`src/rtl/uart_state_tx.sv`:
```
//==============================================================================
// Module      : uart_state_tx
// Description : 8N1 UART transmitter that sends one ASCII line holding a
//               snapshot of PC and R0..R7 as hex bytes, ending in CR LF.
// Revision    : 1.0 - initial release
//==============================================================================
`timescale 1ns/1ps
`default_nettype none

module uart_state_tx #(
    parameter int CLKS_PER_BIT = 434
) (
    input  logic       iCLK,
    input  logic       iRST_N,
    input  logic       iStart,
    input  logic [7:0] iPC,
    input  logic [7:0] iR0,
    input  logic [7:0] iR1,
    input  logic [7:0] iR2,
    input  logic [7:0] iR3,
    input  logic [7:0] iR4,
    input  logic [7:0] iR5,
    input  logic [7:0] iR6,
    input  logic [7:0] iR7,
    output logic       oTXD,
    output logic       oBusy,
    output logic       oDone
);

    localparam logic [1:0]  c_idle      = 2'd0;
    localparam logic [1:0]  c_start     = 2'd1;
    localparam logic [1:0]  c_data      = 2'd2;
    localparam logic [1:0]  c_stop      = 2'd3;
    localparam logic [15:0] c_bit_last  = 16'(CLKS_PER_BIT - 1);
    localparam logic [4:0]  c_last_char = 5'd27;

    logic [1:0]  state_q, state_d;
    logic [15:0] baud_q,  baud_d;
    logic [2:0]  bit_q,   bit_d;
    logic [4:0]  chr_q,   chr_d;
    logic        txd_q,   txd_d;
    logic        busy_q,  busy_d;
    logic        done_q,  done_d;
    logic [7:0]  snap_q [9];
    logic [7:0]  snap_d [9];

    logic [3:0]  w_sel;
    logic [1:0]  w_pos;
    logic [7:0]  w_byte;
    logic [7:0]  w_char;
    logic [2:0]  w_next_bit;
    logic        w_bit_end;

    function automatic logic [7:0] hex_ascii(input logic [3:0] n);
        return (n < 4'd10) ? (8'h30 + {4'h0, n}) : (8'h37 + {4'h0, n});
    endfunction

    // Three characters per byte: high nibble, low nibble, separator.
    assign w_sel      = 4'(chr_q / 5'd3);
    assign w_pos      = 2'(chr_q % 5'd3);
    assign w_byte     = (w_sel <= 4'd8) ? snap_q[w_sel] : 8'h00;
    assign w_next_bit = bit_q + 3'd1;
    assign w_bit_end  = (baud_q == c_bit_last);

    always_comb begin
        w_char = 8'h0A;
        if (chr_q != c_last_char) begin
            case (w_pos)
                2'd0:    w_char = hex_ascii(w_byte[7:4]);
                2'd1:    w_char = hex_ascii(w_byte[3:0]);
                default: w_char = (w_sel == 4'd8) ? 8'h0D : 8'h20;
            endcase
        end
    end

    always_comb begin
        state_d = state_q;
        baud_d  = baud_q;
        bit_d   = bit_q;
        chr_d   = chr_q;
        txd_d   = txd_q;
        busy_d  = busy_q;
        done_d  = 1'b0;
        for (int i = 0; i < 9; i++) begin
            snap_d[i] = snap_q[i];
        end

        case (state_q)
            c_idle: begin
                // The cycle that shows oDone still belongs to the finished line.
                if (iStart && !done_q) begin
                    state_d   = c_start;
                    baud_d    = '0;
                    bit_d     = '0;
                    chr_d     = '0;
                    txd_d     = 1'b0;
                    busy_d    = 1'b1;
                    snap_d[0] = iPC;
                    snap_d[1] = iR0;
                    snap_d[2] = iR1;
                    snap_d[3] = iR2;
                    snap_d[4] = iR3;
                    snap_d[5] = iR4;
                    snap_d[6] = iR5;
                    snap_d[7] = iR6;
                    snap_d[8] = iR7;
                end
            end
            c_start: begin
                if (w_bit_end) begin
                    baud_d  = '0;
                    bit_d   = '0;
                    state_d = c_data;
                    txd_d   = w_char[0];
                end else begin
                    baud_d = baud_q + 16'd1;
                end
            end
            c_data: begin
                if (w_bit_end) begin
                    baud_d = '0;
                    if (bit_q == 3'd7) begin
                        state_d = c_stop;
                        txd_d   = 1'b1;
                    end else begin
                        bit_d = w_next_bit;
                        txd_d = w_char[w_next_bit];
                    end
                end else begin
                    baud_d = baud_q + 16'd1;
                end
            end
            c_stop: begin
                if (w_bit_end) begin
                    baud_d = '0;
                    if (chr_q == c_last_char) begin
                        state_d = c_idle;
                        chr_d   = '0;
                        txd_d   = 1'b1;
                        busy_d  = 1'b0;
                        done_d  = 1'b1;
                    end else begin
                        state_d = c_start;
                        chr_d   = chr_q + 5'd1;
                        txd_d   = 1'b0;
                    end
                end else begin
                    baud_d = baud_q + 16'd1;
                end
            end
            default: begin
                state_d = c_idle;
            end
        endcase
    end

    always_ff @(posedge iCLK or negedge iRST_N) begin
        if (!iRST_N) begin
            state_q <= c_idle;
            baud_q  <= '0;
            bit_q   <= '0;
            chr_q   <= '0;
            txd_q   <= 1'b1;
            busy_q  <= 1'b0;
            done_q  <= 1'b0;
            for (int i = 0; i < 9; i++) begin
                snap_q[i] <= '0;
            end
        end else begin
            state_q <= state_d;
            baud_q  <= baud_d;
            bit_q   <= bit_d;
            chr_q   <= chr_d;
            txd_q   <= txd_d;
            busy_q  <= busy_d;
            done_q  <= done_d;
            for (int i = 0; i < 9; i++) begin
                snap_q[i] <= snap_d[i];
            end
        end
    end

    assign oTXD  = txd_q;
    assign oBusy = busy_q;
    assign oDone = done_q;

endmodule

`default_nettype wire

```
`config.mk`:
```
export PLATFORM = sky130hd
export DESIGN_NAME = uart_state_tx
export DESIGN_NICKNAME = d
export VERILOG_FILES = /design/src/rtl/uart_state_tx.sv
export SDC_FILE = /design/constraint.sdc
export NUM_CORES = 1
export LEC_CHECK = 0
export ABC_AREA = 1
export BUFFER_PORTS_ARGS = -buffer_cell sky130_fd_sc_hd__buf_2
export CAP_MARGIN = 10
export CORE_UTILIZATION = 55
export DETAILED_ROUTE_END_ITERATION = 12
export PLACE_DENSITY = 0.77
export SETUP_SLACK_MARGIN = 0.5
export SYNTH_ARGS = -nofsm -noshare
export SYNTH_HDL_FRONTEND = slang
export SYNTH_SLANG_ARGS = --single-unit
export TNS_END_PERCENT = 100
```
`constraint.sdc`:
```
create_clock -name iCLK -period 9.55 [get_ports iCLK]
set_clock_uncertainty 0.2 [all_clocks]
set_input_delay 0.955 -clock iCLK [delete_from_list [all_inputs] [get_ports iCLK]]
set_output_delay 0.955 -clock iCLK [all_outputs]
set_load 0.02 [all_outputs]
```
Word level (Yosys, flattened, before mapping)
Index checks and enable logic that the tools add are counted.
{"block": "totals", "in_bits": 75, "out_inout_bits": 3, "register_bits": 101, "wordCells": 103}
{"block": "op_classes", "bitwise_logic": 1, "addsub": 7, "n_div": 2, "reduce_logical": 13, "magnitude_cmp": 5, "n_eq_ne": 16, "mux": 43}
{"operator": "$bmux W8 S4", "count": 1}
{"operator": "$mux W16", "count": 2}
{"operator": "$mux W8", "count": 4}
{"operator": "$pmux W16 S2", "count": 1}
{"operator": "$add A6 B4 Y7 const A", "count": 4}
{"operator": "$add A16 B1 Y16 const B", "count": 1}
{"operator": "$eq A16 B9 Y1 const B", "count": 1}
{"operator": "$mux W5", "count": 3}
{"operator": "$mux W7", "count": 2}
{"operator": "$ne A2 B2 Y1 const B", "count": 7}
{"operator": "$pmux W7 S2", "count": 1}
{"operator": "$mux W1", "count": 13}
{"operator": "$mux W3", "count": 4}
{"operator": "$mux W2", "count": 5}
{"operator": "$pmux W5 S2", "count": 1}
{"operator": "$reduce_and A5 Y1", "count": 2}
{"operator": "$pmux W3 S3", "count": 1}
{"operator": "$lt A4 B4 Y1 const B", "count": 2}
{"operator": "$pmux W2 S4", "count": 1}
{"operator": "$reduce_and A4 Y1", "count": 2}
{"operator": "$mux W6", "count": 1}
{"operator": "$add A5 B1 Y5 const B", "count": 1}
{"operator": "$div A5 B2 Y5 const B", "count": 1}
{"operator": "$eq A5 B5 Y1 const B", "count": 1}
{"operator": "other kinds (22)", "count": 25}

Depth between registers and ports, before layout
Gate-level depths: netlist of run 1.
{"block": "logic_depth", "depth_word": 15, "depth_mapped": 44, "ltp_nobuf": 43}

Worst setup path before layout of run 1
OpenSTA, ideal clock, no wires.
{"block": "synth_timing", "path_kind": "flip-flop to flip-flop", "startpoint": "reg chr_q[0]", "endpoint": "reg txd_q, in the netlist oTXD", "t_arrival_ns": 3.927, "setup_time_ns": 0.075, "path_stages_with_launch": 45, "synth_period_minus_slack_ns": 4.202, "required_ns": 9.275, "n_path_buf": 1, "setup_slack_ns": 5.348, "cell_sequence": "dfrtp_1 -> inv_1 -> ha_1 -> nand2_1 -> inv_1 -> nand2_2 -> nand2_2 -> nand2_1 -> nand2_2 -> nand2_4 -> nand2_1 -> nand3_1 -> nand4_2 -> nand2_1 -> nand2_1 -> inv_1 -> ha_1 -> inv_1 -> (+9 left out) -> inv_1 -> ha_1 -> inv_1 -> nand3_1 -> nand2_1 -> nand2_1 -> nand3_1 -> nand3_1 -> nand3_1 -> nand2_1 -> nand2_1 -> nand2_1 -> nand2_1 -> nand2_1 -> nand2_1 -> nand2_1 -> nand2_1 -> nand2_1"}
{"block": "synth_via", "elab_chain_len": 15, "elab_cells_between_ends": 32, "cone_classes": "add/sub: 4; div: 2; order compare: 3; eq/ne: 4; mux: 17; bitwise: 1; reduce/logical: 1"}
{"element": "from (decl)", "line": "40", "text": "logic [4:0] chr_q, chr_d;"}
{"element": "from (signal assigned)", "line": "173", "text": "chr_q <= chr_d;"}
{"element": "$div A5 B2 Y5", "line": "59", "text": "assign w_sel = 4'(chr_q / 5'd3);"}
{"element": "$not A4 Y5 (implied by the code)", "line": "61", "text": "assign w_byte = (w_sel <= 4'd8) ? snap_q[w_sel] : 8'h00;"}
{"element": "$bmux W8 S4", "line": "61"}
{"element": "$mux W8 (implied by the code) (2 in a row)", "line": "61"}
{"element": "$mux W8", "line": "61"}
{"element": "$add A6 B4 Y7 or $lt A4 B4 Y1 (tied branches)", "line": "55", "text": "return (n < 4'd10) ? (8'h30 + {4'h0, n}) : (8'h37 + {4'h0, n});"}
{"element": "$mux W7", "line": "55"}
{"element": "$pmux W7 S2", "line": "68", "text": "case (w_pos)"}
{"element": "$mux W8", "line": "67", "text": "if (chr_q != c_last_char) begin"}
{"element": "$bmux W1 S3", "line": "127", "text": "txd_d = w_char[w_next_bit];"}
{"element": "$mux W1 (implied by the code)", "line": "127"}
{"element": "$mux W1", "line": "122", "text": "if (bit_q == 3'd7) begin"}
{"element": "$mux W1", "line": "120", "text": "if (w_bit_end) begin"}
{"element": "$pmux W1 S4 *", "line": "88", "text": "case (state_q)"}
{"element": "to (signal assigned)", "line": "174", "text": "txd_q <= txd_d;"}
{"element": "to (decl)", "line": "41", "text": "logic txd_q, txd_d;"}
Mark *: on every way between the ends. The rest lies on a longest branch, timed or not. The select of a mux whose other input is x is not followed.
A chain may end at the register's enable or synchronous reset.

Final worst setup path of run 1
Same ends and word-level chain as after synthesis.

==> flow_summary.yaml, run 1 <==
power_and_ir_drop:
  p_leak_nw: 3.42
  power_density_mw_per_mm2: 110
  clkPwrFrac_pct: 36.6
  swShare_pct: 23.0
  power.net_switching_mw: 0.164
  vdd_drop_max_uv: 118
  report.power.total_mw: 0.711
  combPwrFrac_pct: 3.3
  p_int_mw: 0.547
  power_frac_seq_pct: 60.1
route:
  ant_nets: 0
  drt_iter0_drc: 438
  wirelength_um: 13800
  viasPerCell: 5.29
  vias: 5272
  drt_pass1_iterations: 6
  route.detailed.drc: 0
  detail_route.wl_per_cell_um: 13.8
critical_path:
  critical_path.top_delay_family: "simple AND/OR/NAND/NOR gates"
  critPathRequiredTime_ns: 9.68
  critPathSlowestCell: "nor4_4"
  crit_top_cell: "nand2_1"
  critPathKind: "flop to flop"
  slowest_delay_ns: 0.47
  crit_buf_inv: 6
  start_kind: "flop"
  endpoint_kind: "flop"
  crit_fanout: 43
  cp_data_arrival_time_ns: 5.70
sta:
  period_needed_ns: 5.57
  setup_tns_ns: 0
  finalSetupViolations: 0
  rsz0062_at_grt: "no"
  max_slew_margin_pct: 32.4
  timing.fmax_ghz: 0.180
  hold_viol: 0
  layout_setup_ws_ns: 3.98
  worstMarginPinSlew_ns: 1.01
  finalCritPeriodShare_pct: 58.3
  timing.hold.ws_ns: 0.272
  drv_slew: 0
placement:
  gp_congestion: 0.871
  port_buffers: 77
  dp_hpwl_um: 10200
  postPlaceCellArea_mm2: 0.00625
  post-place-ws_ns: 4.10
synthesis:
  yosysUniqueCellTypes: 38
  synthTopCellsByArea: "dfrtp_1 (43%), nand2_1 (15%), nand3_1 (8.2%)"
  synthArstFlopShare_pct: 100
  synthFlopType: "dfrtp_1"
  syn-num-nets: 887
  ys_warn_count: 0
  synth-seq-cells: 101
  synth_edf_count: 0
  yosysTopAreaCell: "dfrtp_1"
  synth_top_cell_area_share_pct: 43.1
  yosysSeqAreaShare_pct: 43.5
  netlist_instances: 795
  avgSynthCellArea_um2: 7.31
  synthesis.area_mm2: 0.00581
floorplan:
  start_util_pct: 56.5
  die_x_um: 105
  die_y_um: 105
  core_area_mm2: 0.0103
  num_io_pins: 78
  die_area_mm2: 0.0110
  rows: 37
cts:
  cts_tree: "done"
  clock_path_buffers: 2
  cts-resized-gates: 0
  clockRootBuffer: "clkbuf_8"
  clkTransAtPathRegs_ns: 0.10
  cts_setup_buffers: 0
  numCtsBuffers: 9
  insertion_delay_ns: 0.39
  htreeDepth: 3
  clock_sinks: 101
  ctsHoldBuffers: 0
grt:
  overflow: 0
  grt.total_usage_pct: 26.9
  antenna_found_initial: 0
  grt_pass1_wl_um: 23500
  grt_pass1_vias: 5043
  grt_max_degree: 121
hold_path:
  worstHoldPathType: "flop to flop"
finish:
  fin_nets: 947
  antenna_cells: 0
  drive_above_1_share_pct: 14.9
  stdcell_area_mm2: 0.00643
  area_growth_pct: 10.7
flow_run:
  drv_cap: 0
run_status:
  status: "finished, final reports clean"
-- logic make-up (layout without fill, tap and decap cells) --
group           Yosys count  in the layout  synth area share, %
buf+inv                 139            204                 9.52
compound gates          115            115                 10.3
simple gates            420            420                 32.5
xor+xnor                  3              3                0.452
flops                   101            101                 43.5
fa+ha+maj                17             17                 3.66
-- metal layers --
layer  global-route usage (%)  wire length [µm]  up-vias
met5                        0                 0        -
met4                     8.55               212        0
met3                     4.74               704       21
met2                     42.3              6220      141
met1                     38.0              6650     2443
li1                         -                 -     2667
-- worst paths after layout --
path / startpoint / to / slack, ns / cells past startpoint
max: chr_q[0] / oTXD / 3.98 / 41
max in group asynchronous: iRST_N / baud_q[7] / 7.65 / 2
min: snap_q[22] / snap_q[22] / 0.27 / 2
min reg2reg: snap_q[22] / snap_q[22] / 0.27 / 2
min in group asynchronous: iRST_N / oDone / 0.33 / 1
max reg2reg: chr_q[0] / oTXD / 3.98 / 41
-- worst min-delay path: stages (launching register included) --
cell and delay [ns]:
dfrtp_1 0.35, nand2_1 0.05, nand2_1 0.05
-- flip-flops by register name, summed over array words and instances (netlist names) --
name	cells
bit_q	3
snap_q	72
oBusy	1
oTXD	1
chr_q	5
state_q	2
oDone	1
baud_q	16
-- power by group through the flow --
stage,combinational (mW),clock [mW],sequential [mW]
final,0.0237,0.260,0.427
after global routing,0.0271,0.283,0.427
after CTS,0.0244,0.267,0.427
after detailed placement,0.0243,0,0.436
after global placement,0.0239,0,0.436
after floorplan,0.000146,0,0.436
-- synth_stat cells (3+ instances only) --
library cell / instances
nor4_1: 5
buf_4: 3
a21oi_1: 24
ha_1: 17
nand4_1: 6
o21ai_0: 72
nand3b_1: 10
nand2_2: 7
o21ai_1: 8
nor2_1: 36
nor3_1: 7
nand3_2: 3
clkbuf_1: 18
inv_1: 99
nand2_1: 238
buf_2: 4
nor2_2: 5
nand2_4: 3
inv_2: 9
nand3_1: 95
dfrtp_1: 100
buf_1: 3
-- cell type report --
class	instances	area, µm²
clock inverters	5	35.0
well taps	136	170
inverters	109	409
clock buffers	11	151
multi-input cells	555	2740
flip-flops and latches	101	2530
fillers	987	3840
repair buffers	79	403
-- stage by stage --
stage	std cells	utilization, %
2_1_floorplan	795	-
3_3_place_gp	980	60.8
3_5_place_dp	980	60.8
4_1_cts	996	62.6
5_1_grt	996	62.6
6_report	996	62.6
-- placed cells by master (no fill, tap or decap), types with 11 or more instances in the layout --
| cell | Yosys | final |
|---|---|---|
| nand3_1 | 95 | 95 |
| clkbuf_8 | 0 | 11 |
| o21ai_0 | 72 | 72 |
| nand2_1 | 238 | 238 |
| inv_1 | 99 | 99 |
| dfrtp_1 | 100 | 100 |
| ha_1 | 17 | 17 |
| a21oi_1 | 24 | 24 |
| buf_2 | 4 | 76 |
| nor2_1 | 36 | 35 |
(Power assumes the default switching activity.)
==> run 2, diff against run 1 <==
Clock period 9.55 ns to 5.61 ns, I/O delays scaled along.
==> run 2 against run 1 <==
Against the previous run:
- core utilization is 2.3 points higher
- sequential power is 70% higher
- critical endpoint unchanged
- flip-flop and latch count stayed put
- count of clock-buffer cells in the layout is 1 higher
- design area is 3.7% higher
==> flow_summary.yaml, run 2 (synthesis gave the netlist of run 1 again) <==
sta:
  setup_tns_ns: 0
  hold_viol: 0
  timing.hold.ws_ns: 0.152
  worstMarginPinSlew_ns: 0.989
  drv_slew: 0
  rsz0062_at_grt: "no"
  finalSetupViolations: 0
  period_needed_ns: 4.75
  finalCritPeriodShare_pct: 84.7
  max_slew_margin_pct: 34.1
  timing.fmax_ghz: 0.210
critical_path:
  crit_fanout: 11
  critPathRequiredTime_ns: 5.74
  crit_cells: 42
  crit_top_cell: "nand2_1"
  critical_path.top_delay_family: "simple AND/OR/NAND/NOR gates"
  endpoint_kind: "flop"
  startpoint: "chr_q[1]"
  r2r_start: "chr_q[1]"
  cp_data_arrival_time_ns: 4.88
  r2r_cells: 42
  crit_end: "oTXD"
  start_kind: "flop"
  critPathSlowestCell: "dfrtp_2"
  r2r_slack_ns: 0.86
  critPathKind: "flop to flop"
  reg2reg_to: "oTXD"
  crit_buf_inv: 6
  slowest_delay_ns: 0.42
finish:
  antenna_cells: 0
  final_cell_mix: "nand2_1 (233), inv_1 (98), dfrtp_1 (98)"
  top_regs: "snap_q x72, baud_q x16, chr_q x5"
  largest_reg_flops: 72
  drive_above_1_share_pct: 17.7
  fill_cells: 938
  area_growth_pct: 14.9
  mostFrequentLayoutCell: "nand2_1"
  fin_nets: 964
  utilization_pct: 64.9
  top_register: "snap_q"
grt:
  overflow: 0
  grt_pass1_vias: 5015
  grt_pass1_wl_um: 23500
  grt_max_degree: 121
  antenna_found_initial: 0
  grt.total_usage_pct: 27.1
route:
  ant_nets: 0
  drt_pass1_iterations: 5
  route.detailed.drc: 0
  wirelength_um: 14300
  drt_iter0_drc: 486
  detail_route.wl_per_cell_um: 14.1
  viasPerCell: 5.39
  vias: 5464
cts:
  insertion_delay_ns: 0.40
  clock_sinks: 101
  htreeDepth: 3
  clock_path_buffers: 2
  cts_tree: "done"
  clockRootBuffer: "clkbuf_8"
  clkTransAtPathRegs_ns: 0.10
  numCtsBuffers: 9
floorplan:
  start_util_pct: 56.5
  die_area_mm2: 0.0110
  die_x_um: 105
  num_io_pins: 78
  rows: 37
  die_y_um: 105
  core_area_mm2: 0.0103
run_status:
  status: "finished, final reports clean"
hold_path:
  worstHoldPathType: "primary input to flop"
  min_path_cells: 3
power_and_ir_drop:
  power_density_mw_per_mm2: 189
  p_leak_nw: 3.51
  vdd_drop_max_uv: 168
placement:
  dp_hpwl_um: 10100
  port_buffers: 77
  gp_congestion: 0.904
flow_run:
  drv_cap: 0
## run 2: cell types whose count changed in the layout (fill, tap and decap cells not counted), sizes merged
cell / previous run / this run
buf: 79 / 92
dlygate4sd3: 0 / 1
nand2: 248 / 250
inv: 108 / 109
clkinv: 5 / 2
bufinv: 0 / 1
clkbuf: 11 / 12
nor2: 42 / 43
## run 2: tightest hold or removal path, stage by stage
cell     delay (ns)
buf_2          0.07
nand2_1        0.04
nand2_1        0.05
## run 2: how the worst min path moves through the flow
stage / end / slack (ns) / start
2_1_floorplan: baud_q[0] / 0.07 / iRST_N
3_3_place_gp: snap_q[19] / 0.25 / snap_q[19]
3_5_place_dp: snap_q[19] / 0.25 / snap_q[19]
4_1_cts: snap_q[53] / 0.14 / iR1[5]
5_1_grt: snap_q[39] / 0.17 / iR3[7]
6_report: snap_q[71] / 0.15 / iPC[7]
## run 2: per-layer routing
layer	global-route usage (%)	wire length [µm]	vias to the layer above
li1	-	-	2703
met1	37.9	6530	2527
met2	41.9	6460	210
met3	4.55	1040	24
met4	11.6	286	0
met5	0	0	-
## run 2: final cells by class
cell class	instances	area, µm²	area share [%]
clock buffers	12	155	2.32
well taps	136	170	2.55
flip-flops and latches	101	2530	37.9
multi-input cells	558	2840	42.5
inverters	109	409	6.13
clock inverters	4	55.1	0.825
repair buffers	93	518	7.76
## run 2: where the power goes
group / switching, mW / internal, mW / total (mW)
combinational: 0.0214 / 0.0189 / 0.0402
sequential: 0 / 0.727 / 0.727
clock: 0.261 / 0.233 / 0.494
total: 0.282 / 0.979 / 1.26
## run 2: what timing repair did
item,in CTS,in global routing
endpoints found under the setup margin,1,1
pin swaps,1,2
cloned,0,3
hold buffers,1,0
setup buffers,5,7
gates resized for setup,1,20
endpoints found under the hold margin,40,0
## run 2: metrics by stage
stage	cell area, µm²	worst slack, ns	cells	total power, mW
6_report	6670	0.856	1013	1.26
5_1_grt	6670	0.463	1013	1.30
4_1_cts	6520	0.549	1003	1.27
3_5_place_dp	6250	0.443	981	0.783
3_3_place_gp	6250	0.729	981	0.782
2_1_floorplan	5810	1.41	795	0.742
